--- config.mk ---
export PLATFORM = sky130hd
export DESIGN_NAME = reg_rr_arbiter
export DESIGN_NICKNAME = d
export VERILOG_FILES = /design/src/rtl/reg_rr_arbiter_pkg.sv /design/src/rtl/reg_rr_arbiter_pick.sv /design/src/rtl/reg_rr_arbiter.sv
export SDC_FILE = /design/constraint.sdc
export NUM_CORES = 1
export LEC_CHECK = 0
export CORE_AREA = 10 10 72 74
export DETAILED_ROUTE_END_ITERATION = 10
export DIE_AREA = 0 0 82 84
export GPL_ROUTABILITY_DRIVEN = 1
export PLACE_DENSITY = 0.67
export SLEW_MARGIN = 20
export SYNTH_ARGS = -nofsm -noshare
export SYNTH_HDL_FRONTEND = slang
export SYNTH_HIERARCHICAL = 1
export SYNTH_SLANG_ARGS = --single-unit
export TNS_END_PERCENT = 5
--- constraint.sdc ---
create_clock -name clk -period 2.7 [get_ports clk]
set_input_delay 0.54 -clock clk [delete_from_list [all_inputs] [get_ports clk]]
set_output_delay 0.54 -clock clk [all_outputs]
set_load 0.01 [all_outputs]
--- src/rtl/reg_rr_arbiter_pkg.sv ---
// Shared definitions for the round-robin register arbiter.
//   state_t : two-state write FSM encoding (IDLE / WRITE)
//   clog2   : index width helper, never narrower than 1 bit
package reg_rr_arbiter_pkg;

    typedef enum logic {
        ST_IDLE  = 1'b0,
        ST_WRITE = 1'b1
    } state_t;

    function automatic int clog2(input int value);
        int width;
        width = 0;
        while ((1 << width) < value) begin
            width = width + 1;
        end
        if (width < 1) begin
            width = 1;
        end
        return width;
    endfunction

endpackage

--- src/rtl/reg_rr_arbiter_pick.sv ---
// Combinational round-robin selector.
//   cand   : M-bit candidate vector
//   ptr    : index of the previous winner; search starts at (ptr+1) mod M
//   winner : index of the first set candidate bit at or after the start
//   found  : high when any candidate bit is set
// The vector is rotated so the start index sits at bit 0, the lowest set bit
// is priority-encoded, and the result is rotated back by adding the start.
module rr_pick #(
    parameter int M  = 4,
    parameter int IW = 2
) (
    input  logic [M-1:0]  cand,
    input  logic [IW-1:0] ptr,
    output logic [IW-1:0] winner,
    output logic          found
);

    // Doubling the vector turns every rotation into a plain part-select.
    // The top copy of cand[M-1] is never selected, so it is left out.
    logic [2*M-2:0] cand_dbl;
    logic [M-1:0]   rot_opt [M];
    logic [M-1:0]   rot;
    logic [IW-1:0]  start;
    logic [IW-1:0]  idx;
    logic [IW:0]    sum;

    assign cand_dbl = {cand[M-2:0], cand};

    genvar gi;
    generate
        for (gi = 0; gi < M; gi++) begin : g_rot
            assign rot_opt[gi] = cand_dbl[gi +: M];
        end
    endgenerate

    // M need not be a power of two, so the wrap is explicit.
    assign start = (ptr == IW'(M - 1)) ? '0 : ptr + 1'b1;
    assign rot   = rot_opt[start];

    always_comb begin
        found = 1'b0;
        idx   = '0;
        for (int i = M - 1; i >= 0; i--) begin
            if (rot[i]) begin
                found = 1'b1;
                idx   = IW'(i);
            end
        end
        sum = {1'b0, idx} + {1'b0, start};
        if (sum >= (IW + 1)'(M)) begin
            sum = sum - (IW + 1)'(M);
        end
        winner = sum[IW-1:0];
    end

endmodule

--- src/rtl/reg_rr_arbiter.sv ---
// Round-robin arbiter sharing one N-bit enable register between M requesters.
//   clk, rst_n : clock, asynchronous active-low reset
//   req        : level requests, one bit per requester
//   wdata      : requester i write data at [i*N +: N]
//   gnt        : registered one-hot grant, one cycle per committed write
//   reg_x      : data to the shared register (valid when reg_en is high)
//   reg_en     : shared register enable, high during the WRITE cycle
//   owner      : requester whose write last completed
//   owner_vld  : at least one write has completed since reset
//   busy       : FSM is in WRITE (same as reg_en)
// All outputs come straight from registers; req only steers next state.
module reg_rr_arbiter
    import reg_rr_arbiter_pkg::*;
#(
    parameter  int N  = 8,
    parameter  int M  = 4,
    localparam int IW = clog2(M)
) (
    input  logic            clk,
    input  logic            rst_n,
    input  logic [M-1:0]    req,
    input  logic [M*N-1:0]  wdata,
    output logic [M-1:0]    gnt,
    output logic [N-1:0]    reg_x,
    output logic            reg_en,
    output logic [IW-1:0]   owner,
    output logic            owner_vld,
    output logic            busy
);

    state_t          state_reg,  state_next;
    logic [IW-1:0]   win_reg,    win_next;
    logic [M-1:0]    gnt_reg,    gnt_next;
    logic [N-1:0]    data_q_reg, data_q_next;
    logic [IW-1:0]   ptr_reg,    ptr_next;
    logic [IW-1:0]   owner_reg,  owner_next;
    logic            owner_vld_reg, owner_vld_next;

    logic [M-1:0]    cand;
    logic [IW-1:0]   pick_idx;
    logic            pick_found;
    logic [M-1:0]    pick_onehot;
    logic [N-1:0]    wdata_arr [M];

    genvar gi;
    generate
        for (gi = 0; gi < M; gi++) begin : g_unpack
            assign wdata_arr[gi]   = wdata[gi*N +: N];
            assign pick_onehot[gi] = (pick_idx == IW'(gi));
        end
    endgenerate

    // The requester being served this cycle is excluded, so a held request
    // is treated as new only in the cycle after its grant.
    assign cand = (state_reg == ST_WRITE) ? (req & ~gnt_reg) : req;

    rr_pick #(
        .M  (M),
        .IW (IW)
    ) u_pick (
        .cand   (cand),
        .ptr    (ptr_reg),
        .winner (pick_idx),
        .found  (pick_found)
    );

    always_comb begin
        state_next     = state_reg;
        win_next       = win_reg;
        gnt_next       = gnt_reg;
        data_q_next    = data_q_reg;
        ptr_next       = ptr_reg;
        owner_next     = owner_reg;
        owner_vld_next = owner_vld_reg;

        // The write in flight completes at this edge.
        if (state_reg == ST_WRITE) begin
            owner_next     = win_reg;
            owner_vld_next = 1'b1;
            state_next     = ST_IDLE;
            gnt_next       = '0;
        end

        // A new grant from either state; WRITE->WRITE gives 1 write/cycle.
        if (pick_found) begin
            state_next  = ST_WRITE;
            win_next    = pick_idx;
            gnt_next    = pick_onehot;
            data_q_next = wdata_arr[pick_idx];
            ptr_next    = pick_idx;
        end
    end

    always_ff @(posedge clk or negedge rst_n) begin
        if (!rst_n) begin
            state_reg     <= ST_IDLE;
            win_reg       <= '0;
            gnt_reg       <= '0;
            data_q_reg    <= '0;
            ptr_reg       <= IW'(M - 1);
            owner_reg     <= '0;
            owner_vld_reg <= 1'b0;
        end else begin
            state_reg     <= state_next;
            win_reg       <= win_next;
            gnt_reg       <= gnt_next;
            data_q_reg    <= data_q_next;
            ptr_reg       <= ptr_next;
            owner_reg     <= owner_next;
            owner_vld_reg <= owner_vld_next;
        end
    end

    assign gnt       = gnt_reg;
    assign reg_x     = data_q_reg;
    assign reg_en    = (state_reg == ST_WRITE);
    assign busy      = (state_reg == ST_WRITE);
    assign owner     = owner_reg;
    assign owner_vld = owner_vld_reg;

endmodule

==> results.toml, run 1 <==
[worst_setup_path]
startpoint = "req[2]"
reg2reg_to = "reg_x[3]"
cpMostUsedCell = "o31ai_1"
start_kind = "input port"
rr_worst_depth = 4
crit_cells = 6
r2r_start = "busy"
path_class = "input port to register"
cp-end-kind = "register"
worst-path-buf-inv = 1
critical_path_required_ns = 2.81
cp-endpoint = "reg_x[7]"
critPathMaxFanout = 8
r2r_setup_slack_ns = 0.50
cp.arrival_ns = 2.47
crit_path_top_delay_cell = "clkdlybuf4s50_1"
cp_slowest_stage_delay_ns = 0.45
path_cells = "clkdlybuf4s50_1 -> a21boi_0 -> o31ai_1 -> o31ai_1 -> nand2b_1 -> o221ai_1"
cp_top_family = "compound AO/OA/AOI/OAI gates"

[pwr]
power_mw = 1.97
ir_drop_uv = 523
p_leak_nw = 0.728
powerDensity_mw_per_mm2 = 1120

[floorplan]
start_util = 0.287
die_x_um = 82
core_mm2 = 0.00386
rows = 23
dieHeight_um = 84
pin_count = 55
die-area_mm2 = 0.00689

[logic_synthesis]
synthFlopType = "dfrtp_1"
syn_area_mm2 = 0.00110
syn-num-nets = 141
syn_area_per_cell_um2 = 10.8
synth_edf_count = 0
ys_async_sr_fraction = 1.00
yosysUniqueCellTypes = 31
syn_inst = 102
synth_seq_cells = 20
yosysWarnings = 6
yosysSeqAreaShare = 0.455

[finish]
antennaDiodeCount = 0
final_common_cell = "clkdlybuf4s50_1"
synthToLayoutAreaGrowth_pct = 59.9
final-instance-count-excl-fill = 207
fin_nets = 198
drive_above_1_share = 0.0892
largest_register_ffs = 8
final_cell_mix = "clkdlybuf4s50_1 (54), dfrtp_1 (18), mux2i_1 (16)"

[clock_tree]
cts.clk_slew.worst_paths_ns = 0.07
cts_buffer_depth = 2
clockRootBuffer = "clkbuf_8"
clkLatencyLatePin_ns = 0.25
clkSinkCount = 20
post-cts-setup-buffers = 0
cts_buffers = 3
ctsHoldBuffers = 0
htreeDepth = 1
cts_tree = "yes"

[global_routing]
grt_first_pass_wirelength_um = 5240
grt_pass1_vias = 1117
track_usage = 0.0932
overflow = 0
antenna_found_initial = 0
grt_max_degree = 21

[timing]
setup-violations-final = 0
rsz0062_at_grt = "false"
fin_crit_ns = 2.36
tightest_slew_ns = 0.517
fmax_mhz = 424
min_period_over_period = 0.874
slew_headroom = 0.652
hold_viol = 0
fin_skew_ns = 0.00208
slew_violations = 0
setup_tns_ns = 0

[detailed_routing]
ant_nets = 0
drtIter0Drc = 23
wl_per_cell_um = 15.8
via_per_inst = 4.75
drc = 0
vias = 983
drt-total-wl_um = 3280
drtPass1Iterations = 6

[min_path]
hold_class = "register to register"
worstHoldStart = "ptr_reg[1]"

[run]
maxCapViolations = 0

[placement]
dp_hpwl_um = 2710
gp_congestion = 0.736
port_buffers = 54
dpl.cell_count = 204

[outcome]
outcome = "complete, no violations"
## kinds of logic (layout without fill, tap and decap cells)
group / count (synthesis) / after routing / synth area share
buffers and inverters: 11 / 66 / 0.0543
DFF: 20 / 20 / 0.455
adders and majority gates: 1 / 1 / 0.0113
and+or+nand+nor: 24 / 24 / 0.128
muxes: 18 / 18 / 0.165
AOI/OAI and AO/OA: 28 / 28 / 0.186
## final cells by class
cell class / count / area (µm²)
Multi-Input combinational cell: 71 / 542
Inverter: 4 / 15.0
Timing Repair Buffer: 59 / 603
Tap cell: 50 / 62.6
Sequential cell: 20 / 503
Clock buffer: 3 / 41.3
Fill cell: 383 / 2090
## worst min-delay path: cells and delay by family, from the launching register on
family	cells	cell delay, ns
AO/OA/AOI/OAI	1	0.06
buffers and inverters	1	0.04
flip-flops	1	0.37
## power breakdown
group          switching [mW]  leakage (nW)  internal, mW
sequential             0.0940         0.235         0.456
combinational           0.560         0.471         0.674
clock                  0.0893        0.0216        0.0990
total                   0.743         0.728          1.23
## layer usage
metal,GRT usage,vias to the layer above,share of wire
li1,-,486,-
met1,0.102,466,0.41
met2,0.158,29,0.49
met3,0.0453,2,0.088
met4,0.0155,0,0.0031
met5,0,-,0
## cells in the mapped netlist (all sizes together) (3+ instances only)
cell / number / area (µm²)
inv: 4 / 15.0
mux2i: 16 / 160
nand2b: 11 / 68.8
buf: 5 / 36.3
o21ai: 9 / 45.0
dfrtp: 18 / 450
a21boi: 4 / 30.0
nand2: 3 / 11.3
o221ai: 8 / 70.1
## timing repair
item / CTS / global route
resized for setup: 0 / 1
hold endpoints to repair: 0 / 0
setup endpoints to repair: 0 / 6
## worst min path at each step
stage | cells past startpoint | slack (ns) | to
floorplan | 0 | 0.24 | busy
finish | 2 | 0.47 | ptr_reg[1]
CTS | 2 | 0.48 | ptr_reg[1]
detailed placement | 2 | 0.47 | ptr_reg[1]
global placement | 1 | 0.46 | owner_vld
global route | 2 | 0.51 | ptr_reg[1]
## metrics by stage
| step | setup slack, ns | hold WS (ns) | instance area [µm²] | utilization |
|---|---|---|---|---|
| after global routing | 0.136 | 0.510 | 1770 | 0.458 |
| after CTS | 0.156 | 0.479 | 1770 | 0.458 |
| after detailed placement | -0.111 | 0.468 | 1730 | 0.447 |
| after floorplan | 0.515 | 0.244 | 1100 | - |
| after global placement | 0.0878 | 0.455 | 1730 | 0.447 |
| final | 0.340 | 0.474 | 1770 | 0.458 |
Power figures use the tool's default switching activity.
==> run 2, diff against run 1 <==
--- a/config.mk
+++ b/config.mk
@@ -10,7 +10,8 @@
 export DIE_AREA = 0 0 82 84
 export GPL_ROUTABILITY_DRIVEN = 1
 export PLACE_DENSITY = 0.67
-export SLEW_MARGIN = 20
+export SKIP_LAST_GASP = 1
+export SLEW_MARGIN = 25
 export SYNTH_ARGS = -nofsm -noshare
 export SYNTH_HDL_FRONTEND = slang
 export SYNTH_HIERARCHICAL = 1
==> results of run 2 <==
Same layout as run 1: the final DEF is identical, and so are final timing and power.
